<file path="src/rtl/cnna_pkg.sv">
// Shared definitions for the CNN accelerator memory-side blocks.
//  - arb_state_t : read-arbiter FSM encodings (S_IDLE/S_ADDR/S_DATA)
//  - default requester count and AXI master width constants
//  - idx_w       : index width for an N-entry one-hot (never below 1)
package cnna_pkg;

  typedef enum logic [1:0] {
    S_IDLE = 2'd0,
    S_ADDR = 2'd1,
    S_DATA = 2'd2
  } arb_state_t;

  localparam int C_NUM_REQ_DEF      = 3;
  localparam int C_AXI_LEN_WIDTH    = 32;
  localparam int C_AXI_ADDR_WIDTH   = 32;
  localparam int C_AXI_DATA_WIDTH   = 128;

  function automatic int idx_w(input int n);
    return (n > 1) ? $clog2(n) : 1;
  endfunction

endpackage

</file>
<file path="src/rtl/rr_pick.sv">
// Round-robin picker, purely combinational.
//  req   : N-bit request vector
//  ptr   : highest-priority index this round
//  grant : one-hot of the first set request at or after ptr (wrapping)
//  idx   : binary index of grant
//  any   : at least one request is set
module rr_pick #(
  parameter int N  = 3,
  parameter int IW = 2
) (
  input  logic [N-1:0]  req,
  input  logic [IW-1:0] ptr,
  output logic [N-1:0]  grant,
  output logic [IW-1:0] idx,
  output logic          any
);

  logic          found;
  logic [IW:0]   pos;   // one extra bit so ptr+off cannot wrap before mod N
  logic [IW-1:0] j;

  always_comb begin
    grant = '0;
    idx   = '0;
    found = 1'b0;
    pos   = '0;
    j     = '0;
    any   = |req;
    for (int off = 0; off < N; off++) begin
      pos = {1'b0, ptr} + (IW+1)'(off);
      if (pos >= (IW+1)'(N)) pos = pos - (IW+1)'(N);
      j = pos[IW-1:0];
      if (!found && req[j]) begin
        found    = 1'b1;
        grant[j] = 1'b1;
        idx      = j;
      end
    end
  end

endmodule

</file>
<file path="src/rtl/axim_rd_arbiter.sv">
// Shares one AXI master read channel (AR + R) among C_NUM_REQ loaders.
// One burst outstanding; round-robin grant per burst; R beats routed to the
// burst owner until its last beat.
//  I_clk, I_rst_n          clock, async active-low reset
//  I_req_ar*/O_req_arready per-requester AR side (packed len/addr lanes)
//  I_req_rready            per-requester rready
//  O_req_rvalid/rlast      routed to owner only; O_req_rdata broadcast
//  O_maxi_*/I_maxi_*       shared AXI master read port
//  O_busy                  burst in flight (S_ADDR or S_DATA)
module axim_rd_arbiter
  import cnna_pkg::*;
#(
  parameter int C_NUM_REQ          = C_NUM_REQ_DEF,
  parameter int C_M_AXI_LEN_WIDTH  = C_AXI_LEN_WIDTH,
  parameter int C_M_AXI_ADDR_WIDTH = C_AXI_ADDR_WIDTH,
  parameter int C_M_AXI_DATA_WIDTH = C_AXI_DATA_WIDTH
) (
  input  logic                                      I_clk,
  input  logic                                      I_rst_n,
  input  logic [C_NUM_REQ-1:0]                      I_req_arvalid,
  input  logic [C_NUM_REQ*C_M_AXI_LEN_WIDTH-1:0]    I_req_arlen,
  input  logic [C_NUM_REQ*C_M_AXI_ADDR_WIDTH-1:0]   I_req_araddr,
  output logic [C_NUM_REQ-1:0]                      O_req_arready,
  input  logic [C_NUM_REQ-1:0]                      I_req_rready,
  output logic [C_NUM_REQ-1:0]                      O_req_rvalid,
  output logic [C_M_AXI_DATA_WIDTH-1:0]             O_req_rdata,
  output logic [C_NUM_REQ-1:0]                      O_req_rlast,
  output logic                                      O_maxi_arvalid,
  output logic [C_M_AXI_LEN_WIDTH-1:0]              O_maxi_arlen,
  output logic [C_M_AXI_ADDR_WIDTH-1:0]             O_maxi_araddr,
  input  logic                                      I_maxi_arready,
  output logic                                      O_maxi_rready,
  input  logic                                      I_maxi_rvalid,
  input  logic [C_M_AXI_DATA_WIDTH-1:0]             I_maxi_rdata,
  output logic                                      O_busy
);

  localparam int LW = C_M_AXI_LEN_WIDTH;
  localparam int AW = C_M_AXI_ADDR_WIDTH;
  localparam int IW = idx_w(C_NUM_REQ);

  arb_state_t    state_q, state_d;
  logic [IW-1:0] ptr_q, owner_q, nxt_ptr;
  logic [LW-1:0] len_q, cnt_q, sel_len;
  logic [AW-1:0] addr_q, sel_addr;

  logic [C_NUM_REQ-1:0] pick_oh;
  logic [IW-1:0]        pick_idx;
  logic                 pick_any;

  logic in_addr, in_data, own_rready, beat, last_beat;

  rr_pick #(.N(C_NUM_REQ), .IW(IW)) u_pick (
    .req   (I_req_arvalid),
    .ptr   (ptr_q),
    .grant (pick_oh),
    .idx   (pick_idx),
    .any   (pick_any)
  );

  // AND-OR mux of the winning lane's len/addr
  always_comb begin
    sel_len  = '0;
    sel_addr = '0;
    for (int i = 0; i < C_NUM_REQ; i++) begin
      sel_len  = sel_len  | (I_req_arlen[i*LW +: LW]  & {LW{pick_oh[i]}});
      sel_addr = sel_addr | (I_req_araddr[i*AW +: AW] & {AW{pick_oh[i]}});
    end
  end

  assign in_addr    = (state_q == S_ADDR);
  assign in_data    = (state_q == S_DATA);
  assign own_rready = I_req_rready[owner_q];
  assign beat       = in_data & I_maxi_rvalid & own_rready;
  assign last_beat  = beat & (cnt_q == '0);
  assign nxt_ptr    = (owner_q == IW'(C_NUM_REQ-1)) ? '0 : owner_q + IW'(1);

  // FSM state register
  always_ff @(posedge I_clk or negedge I_rst_n) begin
    if (!I_rst_n) state_q <= S_IDLE;
    else          state_q <= state_d;
  end

  always_comb begin
    state_d = state_q;
    case (state_q)
      S_IDLE:  if (pick_any)       state_d = S_ADDR;
      S_ADDR:  if (I_maxi_arready) state_d = S_DATA;
      S_DATA:  if (last_beat)      state_d = S_IDLE;
      default:                     state_d = S_IDLE;
    endcase
  end

  // Burst context: owner/len/addr latched at decision, counter loaded at AR
  // handshake and counted down so full-width arlen never overflows.
  always_ff @(posedge I_clk or negedge I_rst_n) begin
    if (!I_rst_n) begin
      ptr_q   <= '0;
      owner_q <= '0;
      len_q   <= '0;
      addr_q  <= '0;
      cnt_q   <= '0;
    end else begin
      if (state_q == S_IDLE && pick_any) begin
        owner_q <= pick_idx;
        len_q   <= sel_len;
        addr_q  <= sel_addr;
      end
      if (in_addr && I_maxi_arready) cnt_q <= len_q;
      if (beat) begin
        if (cnt_q == '0) ptr_q <= nxt_ptr;
        else             cnt_q <= cnt_q - LW'(1);
      end
    end
  end

  // Outputs decode from state, so an async reset clears them immediately.
  always_comb begin
    O_req_arready = '0;
    O_req_rvalid  = '0;
    O_req_rlast   = '0;
    for (int i = 0; i < C_NUM_REQ; i++) begin
      if (owner_q == IW'(i)) begin
        O_req_arready[i] = in_addr & I_maxi_arready;
        O_req_rvalid[i]  = in_data & I_maxi_rvalid;
        O_req_rlast[i]   = in_data & (cnt_q == '0);
      end
    end
  end

  assign O_req_rdata    = in_data ? I_maxi_rdata : '0;
  assign O_maxi_arvalid = in_addr;
  assign O_maxi_arlen   = in_addr ? len_q  : '0;
  assign O_maxi_araddr  = in_addr ? addr_q : '0;
  assign O_maxi_rready  = in_data & own_rready;
  assign O_busy         = (state_q != S_IDLE);

endmodule
</file>
<file path="config.mk">
export PLATFORM = sky130hd
export DESIGN_NAME = axim_rd_arbiter
export DESIGN_NICKNAME = d
export VERILOG_FILES = /design/src/rtl/cnna_pkg.sv /design/src/rtl/rr_pick.sv /design/src/rtl/axim_rd_arbiter.sv
export SDC_FILE = /design/constraint.sdc
export NUM_CORES = 1
export LEC_CHECK = 0
export ABC_AREA = 1
export CORE_AREA = 2 2 206 208
export CTS_BUF_LIST = sky130_fd_sc_hd__clkbuf_8
export DETAILED_ROUTE_END_ITERATION = 16
export DIE_AREA = 0 0 208 210
export PLACE_DENSITY_LB_ADDON = 0.12
export SYNTH_ARGS = -nofsm -noshare
export SYNTH_HDL_FRONTEND = slang
export SYNTH_SLANG_ARGS = --single-unit
</file>
<file path="constraint.sdc">
create_clock -name I_clk -period 4.25 [get_ports I_clk]
set_clock_uncertainty 0.2 [all_clocks]
set_input_delay 0.85 -clock I_clk [delete_from_list [all_inputs] [get_ports I_clk]]
set_output_delay 0.85 -clock I_clk [all_outputs]
set_load 0.01 [all_outputs]
</file>
==> impl_results.md, run 1 <==
* Status: complete, no violations
* Syn_nets at ~1800
* Most used DFF post-synth: dfrtp_1
* Layout cell share with drive strength beyond 1 at 9.43%
* Area Growth Syn to Fin at 66.9%
* Startpoint types: flop
* Clock power frac at 11.0%
* Post-synth EDFFs at 0
* H-tree depth at 3
* CTS tree: done
* Crit-path max FO at 47
* Setup Crit Path Kind: flop to primary output
* Fmax at 271 MHz
* Setup TNS after final layout at 0 ps
* Sink Count at approximately 100
* Worst Max-Slew Pin Slew at 815 ps
* R2R depth at 14
* Synth Register Bits at 102
* YS warnings at 0
* Routability cong. at between 0.8 and 0.9
* Final HPWL DP at 34.3 mm
* Tot Pwr at 6.63 mW
* Die area at 0.0437 mm2
* Comb pwr share at roughly 62%
* Hold Violations, Final at 0
* First-pass GRT wire length at 63.3 mm
* Slew Viols, Final at 0
* I/O pins at 534
* Leakage at 7.46 nW
* Syn Area/Cell at 6.32 um2
* Seq/Total Area, Yosys at 28.5%
* P_int at 3.56 mW
* Hold bufs inserted after CTS at 0
* Initial Util at 21.6%
* Peak VDD IR at between 0.2 and 0.3 mV
* Setup Fix Bufs, Post-CTS at 0
* Worst skew pair latency at 400 ps
* Pin count of the biggest net entering global routing at 69
* Cts bufs inserted at 9
* Die extent in x at 208 um
* Drt wl/cell at 17.3 um
* Power per Cell Area at 444 mW/mm2
* DRC at 0
* NumNets Final at about 2300
* PortBufs at 533
* Net Switching at 3.08 mW
* R2r startpoint: ptr_q[0]$_DFFE_PN0P_
* CTS Buffer Depth at 2
* Fillers at 4461
* Diode count at 0
* Clock Tree Root: clkbuf_8
* Initial drt markers at 601
* Vias post-DR at 10063
* Relative max-transition margin at 45.7%
* Mapped Cells at 1418
* Max-cap violations at 0
* Worst flop-to-flop path endpoint: addr_q[26]$_DFFE_PN0P_
* Vias in the first global route at 10424
* Global route overflow at 0
* Distinct cells, synth at 33
* Setup slack, reg-to-reg at 1430 ps
* Share of power burned in registers at between 20 and 30%
* Post-synthesis async set-or-reset flop share at 100%
* Final period util at 86.7%
* Cell area after synthesis at 0.00896 mm2
* Vias per inst at just over 4
* Die Ht at 210 um
* Core Rows at 75
* HP Class: input pin to async pin
* Final period demand of the worst path at 3680 ps
* RSZ-0062 raised after global routing: false
* Placeable Area at around 0.041 mm2
* CP Capture Type: primary output
* Required time of the critical path at ~3200 ps
* DRT antenna net count at 0
* Post-cts resize count at 0
* 1st-pass router iterations at 5
* Final WL at 42.4 mm
* Crit path DAT at 2630 ps
* Initial antenna violation count at 0
* Clk slew on worst S/H paths at 100 ps
* Setup-failing EPs final at 0
* Sw Ratio at 46.4%
* Tot GR Track Use at 18.9%
[worst max-delay path by stage]
stage | start | endpoint
2_1_floorplan | I_maxi_arready | O_req_arready[0]
3_3_place_gp | I_req_rready[2] | O_maxi_rready
3_5_place_dp | I_req_arvalid[2] | len_q[10]$_DFFE_PN0P_
4_1_cts | state_q[0]$_DFFE_PN0P_ | O_req_rdata[22]
5_1_grt | cnt_q[0]$_DFF_PN0_ | O_req_rlast[2]
6_report | state_q[0]$_DFFE_PN0P_ | O_req_rdata[22]
[registers in the layout (all words and copies together), names as in the netlist]
signal,flops
addr_q,32
cnt_q,32
len_q,32
owner_q,2
ptr_q,2
state_q,2
[kinds of logic (layout without fill, tap and decap cells)]
group                    Yosys count  after routing  share of synthesized area (%)
AND/OR/NAND/NOR                  889            889                           48.2
buffers and inverters            321            822                           15.6
flip-flops                       102            102                           28.5
AO/OA/AOI/OAI                     77             77                           4.57
XOR/XNOR                          23             23                           2.25
adder cells (fa/ha/maj)            6              6                          0.838
[power groups by stage]
stage | combinational, mW | sequential [mW] | clock (mW)
floorplan | 2.22 | 1.71 | 0
global placement | 4.18 | 1.82 | 0
detailed placement | 4.16 | 1.82 | 0
CTS | 4.20 | 1.81 | 0.772
global route | 4.59 | 1.87 | 0.804
finish | 4.10 | 1.80 | 0.728
[cells in the final DEF, fill, tap and decap left out, types with 6 or more instances in the layout]
| master | count |
|---|---|
| clkdlybuf4s50_1 | 532 |
| nand2_1 | 436 |
| nor2_1 | 272 |
| inv_1 | 249 |
| dfrtp_1 | 102 |
| nand3_2 | 64 |
| nand2_4 | 62 |
| o21ai_0 | 49 |
| nand3_1 | 26 |
| xor2_1 | 19 |
| o21ai_1 | 16 |
| buf_4 | 12 |
| clkbuf_8 | 10 |
| inv_2 | 8 |
| nor3_1 | 8 |
| nor2_2 | 6 |
| ha_1 | 6 |
[per-stage QoR]
stage                     instance area [um2]  setup slack, ps  hold slack (ps)  std cells  util (%)
after floorplan                          8960             1830              249       1418         -
final                                   14900              566              269       2458      36.0
after global routing                    14900              313              291       2458      36.0
after CTS                               14900              506              274       2458      36.0
after detailed placement                14700              872              265       2442      35.5
after global placement                  14700              873              262       2442      35.5
[synth_stat cells, types with 6 or more instances]
library cell	count	area share [%]
ha_1	6	0.84
inv_2	6	0.25
nand2_1	436	18
inv_1	251	11
buf_12	6	1.3
o21ai_1	16	0.89
xor2_1	19	1.9
nor2_2	6	0.42
clkbuf_1	31	1.3
nand3_2	64	7.2
dfrtp_1	102	28
buf_2	18	1.0
nand2_4	62	7.8
nor2_1	272	11
nand3_1	26	1.5
nor3_1	8	0.45
o21ai_0	49	2.7
[critical path, stage by stage (launching register included)]
cell and delay, ps:
dfrtp_1 410, nor2_2 340, inv_4 270, buf_4 340, nor2_1 150, clkdlybuf4s50_1 680
[cell type report]
class | instances | area (um2) | area share, %
clock inverters | 6 | 85.1 | 0.569
well taps | 539 | 674 | 4.51
clock buffers | 10 | 138 | 0.921
multi-input cells | 995 | 5010 | 33.5
flip-flops and latches | 102 | 2550 | 17.1
repair buffers | 549 | 5520 | 36.9
inverters | 257 | 967 | 6.47
[routing by layer]
metal | wire length (um) | track usage, % | up-vias | share of wire [%]
met5 | 0 | 0 | - | 0
met2 | 19700 | 31.1 | 298 | 46
met1 | 18900 | 24.3 | 4588 | 45
li1 | - | - | 5153 | -
met3 | 3160 | 6.20 | 24 | 7.5
met4 | 654 | 3.74 | 0 | 1.5
No activity file was read; power rests on OpenSTA's default activity.
==> inputs of run 2 (changes only) <==
--- a/config.mk
+++ b/config.mk
@@ -11,6 +11,7 @@
 export DETAILED_ROUTE_END_ITERATION = 16
 export DIE_AREA = 0 0 208 210
 export PLACE_DENSITY_LB_ADDON = 0.12
+export SLEW_MARGIN = 20
 export SYNTH_ARGS = -nofsm -noshare
 export SYNTH_HDL_FRONTEND = slang
 export SYNTH_SLANG_ARGS = --single-unit
==> results of run 2 <==
No change in the layout: final DEF, timing and power equal those of run 1.
==> inputs of run 3 (changes only) <==
--- a/config.mk
+++ b/config.mk
@@ -6,10 +6,10 @@
 export NUM_CORES = 1
 export LEC_CHECK = 0
 export ABC_AREA = 1
-export CORE_AREA = 2 2 206 208
+export CORE_AREA = 2 2 211 213
 export CTS_BUF_LIST = sky130_fd_sc_hd__clkbuf_8
 export DETAILED_ROUTE_END_ITERATION = 16
-export DIE_AREA = 0 0 208 210
+export DIE_AREA = 0 0 213 215
 export PLACE_DENSITY_LB_ADDON = 0.12
 export SLEW_MARGIN = 20
 export SYNTH_ARGS = -nofsm -noshare
==> constraint.sdc (replaced) <==
create_clock -name I_clk -period 4.8 [get_ports I_clk]
set_clock_uncertainty 0.2 [all_clocks]
set_input_delay 0.96 -clock I_clk [delete_from_list [all_inputs] [get_ports I_clk]]
set_output_delay 0.96 -clock I_clk [all_outputs]
set_load 0.01 [all_outputs]
==> impl_results.md, run 3 (synthesized netlist as in run 1, its figures left out) <==
* Status: complete, no violations
* Largest registers: addr_q (32), cnt_q (32), len_q (32)
* RSZ-0062 raised after global routing: false
* Drt wl/cell at 17.3 um (about the same)
* CTS Buffer Depth at 2 (unchanged)
* Placeable Area at 0.0436 mm2 (+5.2%)
* Leading cell type in the layout, fill and taps excluded: clkdlybuf4s50_1
* Peak VDD IR at 0.199 mV (-32%)
* CP Capture Type: primary output
* I/O pins at 534 (unchanged)
* DRC at 0 (unchanged)
* CP max stage delay at 590 ps (-90 ps)
* Max-cap violations at 0 (unchanged)
* 1st-pass router iterations at 5 (unchanged)
* Fmax at 257 MHz
* Initial antenna violation count at 3 (+3)
* Required time of the critical path at 3640 ps (+440 ps)
* Core Rows at 77 (+2.7%)
* PortBufs at 533 (unchanged)
* Leakage at 7.43 nW (-0.32%)
* Clock Tree Root: clkbuf_8
* Slew Viols, Final at 0 (unchanged)
* First-pass GRT wire length at 63.6 mm (+0.45%)
* Hold bufs inserted after CTS at 0 (unchanged)
* HP Class: flop to flop
* Clk slew on worst S/H paths at 110 ps (about the same)
* Die area at 0.0458 mm2 (+4.8%)
* Vias post-DR at 10008 (-0.55%)
* Relative max-transition margin at 37.6% (-8.0 points)
* Setup TNS after final layout at 0 ps (unchanged)
* Layout cell share with drive strength beyond 1 at 9.33% (-0.099 points)
* Startpoint types: flop
* Cts bufs inserted at 9 (unchanged)
* Die extent in x at 213 um (+2.4%)
* H-tree depth at 3 (unchanged)
* NumNets Final at 2249 (-0.044%)
* Diode count at 0 (unchanged)
* Worst skew pair latency at 400 ps (about the same)
* Initial drt markers at 455 (-24%)
* Initial Util at 20.5% (-1.1 points)
* Crit-path max FO at 36 (-23%)
* Hold Violations, Final at 0 (unchanged)
* Die Ht at 215 um (+2.4%)
* Vias per inst at 3.99 (-2.6%)
* Routability cong. at 0.854 (+2.8%)
* Vias in the first global route at 10051 (-3.6%)
* WP buf/inv at 4 (+1)
* Sink Count at 102 (unchanged)
* Most used cell, CP: nor2_1
* Final HPWL DP at 34.7 mm (+1.2%)
* DP Area at 0.0147 mm2 (about the same)
* Pin count of the biggest net entering global routing at 108 (+57%)
* Worst Max-Slew Pin Slew at 936 ps (+121 ps)
* Power per Cell Area at 394 mW/mm2 (-11%)
* CP max stage cell: clkdlybuf4s50_1
* Global route overflow at 0 (unchanged)
* Area Growth Syn to Fin at 66.9% (about the same)
* CP cell instances: inv_1, nor2_1, inv_2, buf_4, nor2_1, clkdlybuf4s50_1
* DRT antenna net count at 0 (unchanged)
* Most frequent cells in the layout: clkdlybuf4s50_1, nand2_1, nor2_1
* Tot GR Track Use at 18.6% (-0.32 points)
* Fin area at 0.0149 mm2 (about the same)
* Setup-failing EPs final at 0 (unchanged)
* Final core occ at 34.2% (-1.8 points)
* Setup Crit Path Kind: flop to primary output
* Crit path DAT at 2730 ps (+100 ps)
* Final WL at 43.4 mm (+2.2%)
* Setup Fix Bufs, Post-CTS at 0 (unchanged)
* Post-cts resize count at 0 (unchanged)
* Final period demand of the worst path at 3890 ps
* CTS tree: done
* Final period util at 81.0%
* Delay-heaviest family, CP: buffers and inverters
-- run 3: cell types whose count changed in the layout (fill, tap and decap cells not counted) --
| cell | delta |
|---|---|
| clkinv_4 | +1 |
| inv_1 | +1 |
| buf_12 | -5 |
| inv_4 | -1 |
| inv_8 | -1 |
| clkinv_2 | -2 |
| buf_4 | +4 |
| inv_6 | +2 |
-- run 3: cell type report --
class                   count  area, um2
multi-input cells         995       5010
clock buffers              10        138
inverters                 257        970
clock inverters             6       85.1
flip-flops and latches    102       2550
repair buffers            548       5450
well taps                 592        741
fillers                  4813      28700
-- run 3: per-stage QoR --
| step | instances | hold WS [ps] | total power, mW | setup slack, ps |
|---|---|---|---|---|
| after floorplan | 1418 | 249 | 3.48 | 2160 |
| after global routing | 2510 | 309 | 6.45 | 586 |
| after CTS | 2510 | 294 | 6.01 | 760 |
| after global placement | 2494 | 262 | 5.30 | 1120 |
| final | 2510 | 287 | 5.88 | 913 |
| after detailed placement | 2494 | 265 | 5.30 | 1090 |
-- run 3: report_power, final --
| part | switching (mW) | total (mW) | internal [mW] | leakage, nW |
|---|---|---|---|---|
| Combinational | 2.06 | 3.61 | 1.56 | 6.08 |
| Clock | 0.352 | 0.661 | 0.308 | 0.119 |
| Sequential | 0.340 | 1.61 | 1.27 | 1.24 |
-- run 3: final timing paths --
check	startpoint	to	slack [ps]	cells past startpoint
max	state_q[0]$_DFFE_PN0P_	O_maxi_arlen[31]	910	6
min	addr_q[18]$_DFFE_PN0P_	addr_q[18]$_DFFE_PN0P_	290	2
max reg2reg	ptr_q[0]$_DFFE_PN0P_	len_q[16]$_DFFE_PN0P_	1810	14
min reg2reg	addr_q[18]$_DFFE_PN0P_	addr_q[18]$_DFFE_PN0P_	290	2
max in group asynchronous	I_rst_n	len_q[16]$_DFFE_PN0P_	3000	2
min in group asynchronous	I_rst_n	addr_q[10]$_DFFE_PN0P_	490	1
-- run 3: worst reg2reg max path, cell delays in order (launching register included) --
cell and delay, ps:
dfrtp_1 390, inv_1 90, ha_1 410, inv_2 110
nand2_1 70, nand3_2 80, nand2_4 80, nor2_4 110
nand3_2 140, nand2_8 410, buf_4 540, nand2_4 90
nand3_2 80, nand2_1 50, nand2_1 90
-- run 3: metal layers --
metal / vias up / track usage (%) / wire [um]
met1: 4551 / 24.5 / 19800
met2: 288 / 29.5 / 19500
met5: - / 0 / 27
met4: 4 / 2.66 / 358
met3: 17 / 6.85 / 3670
li1: 5148 / - / -
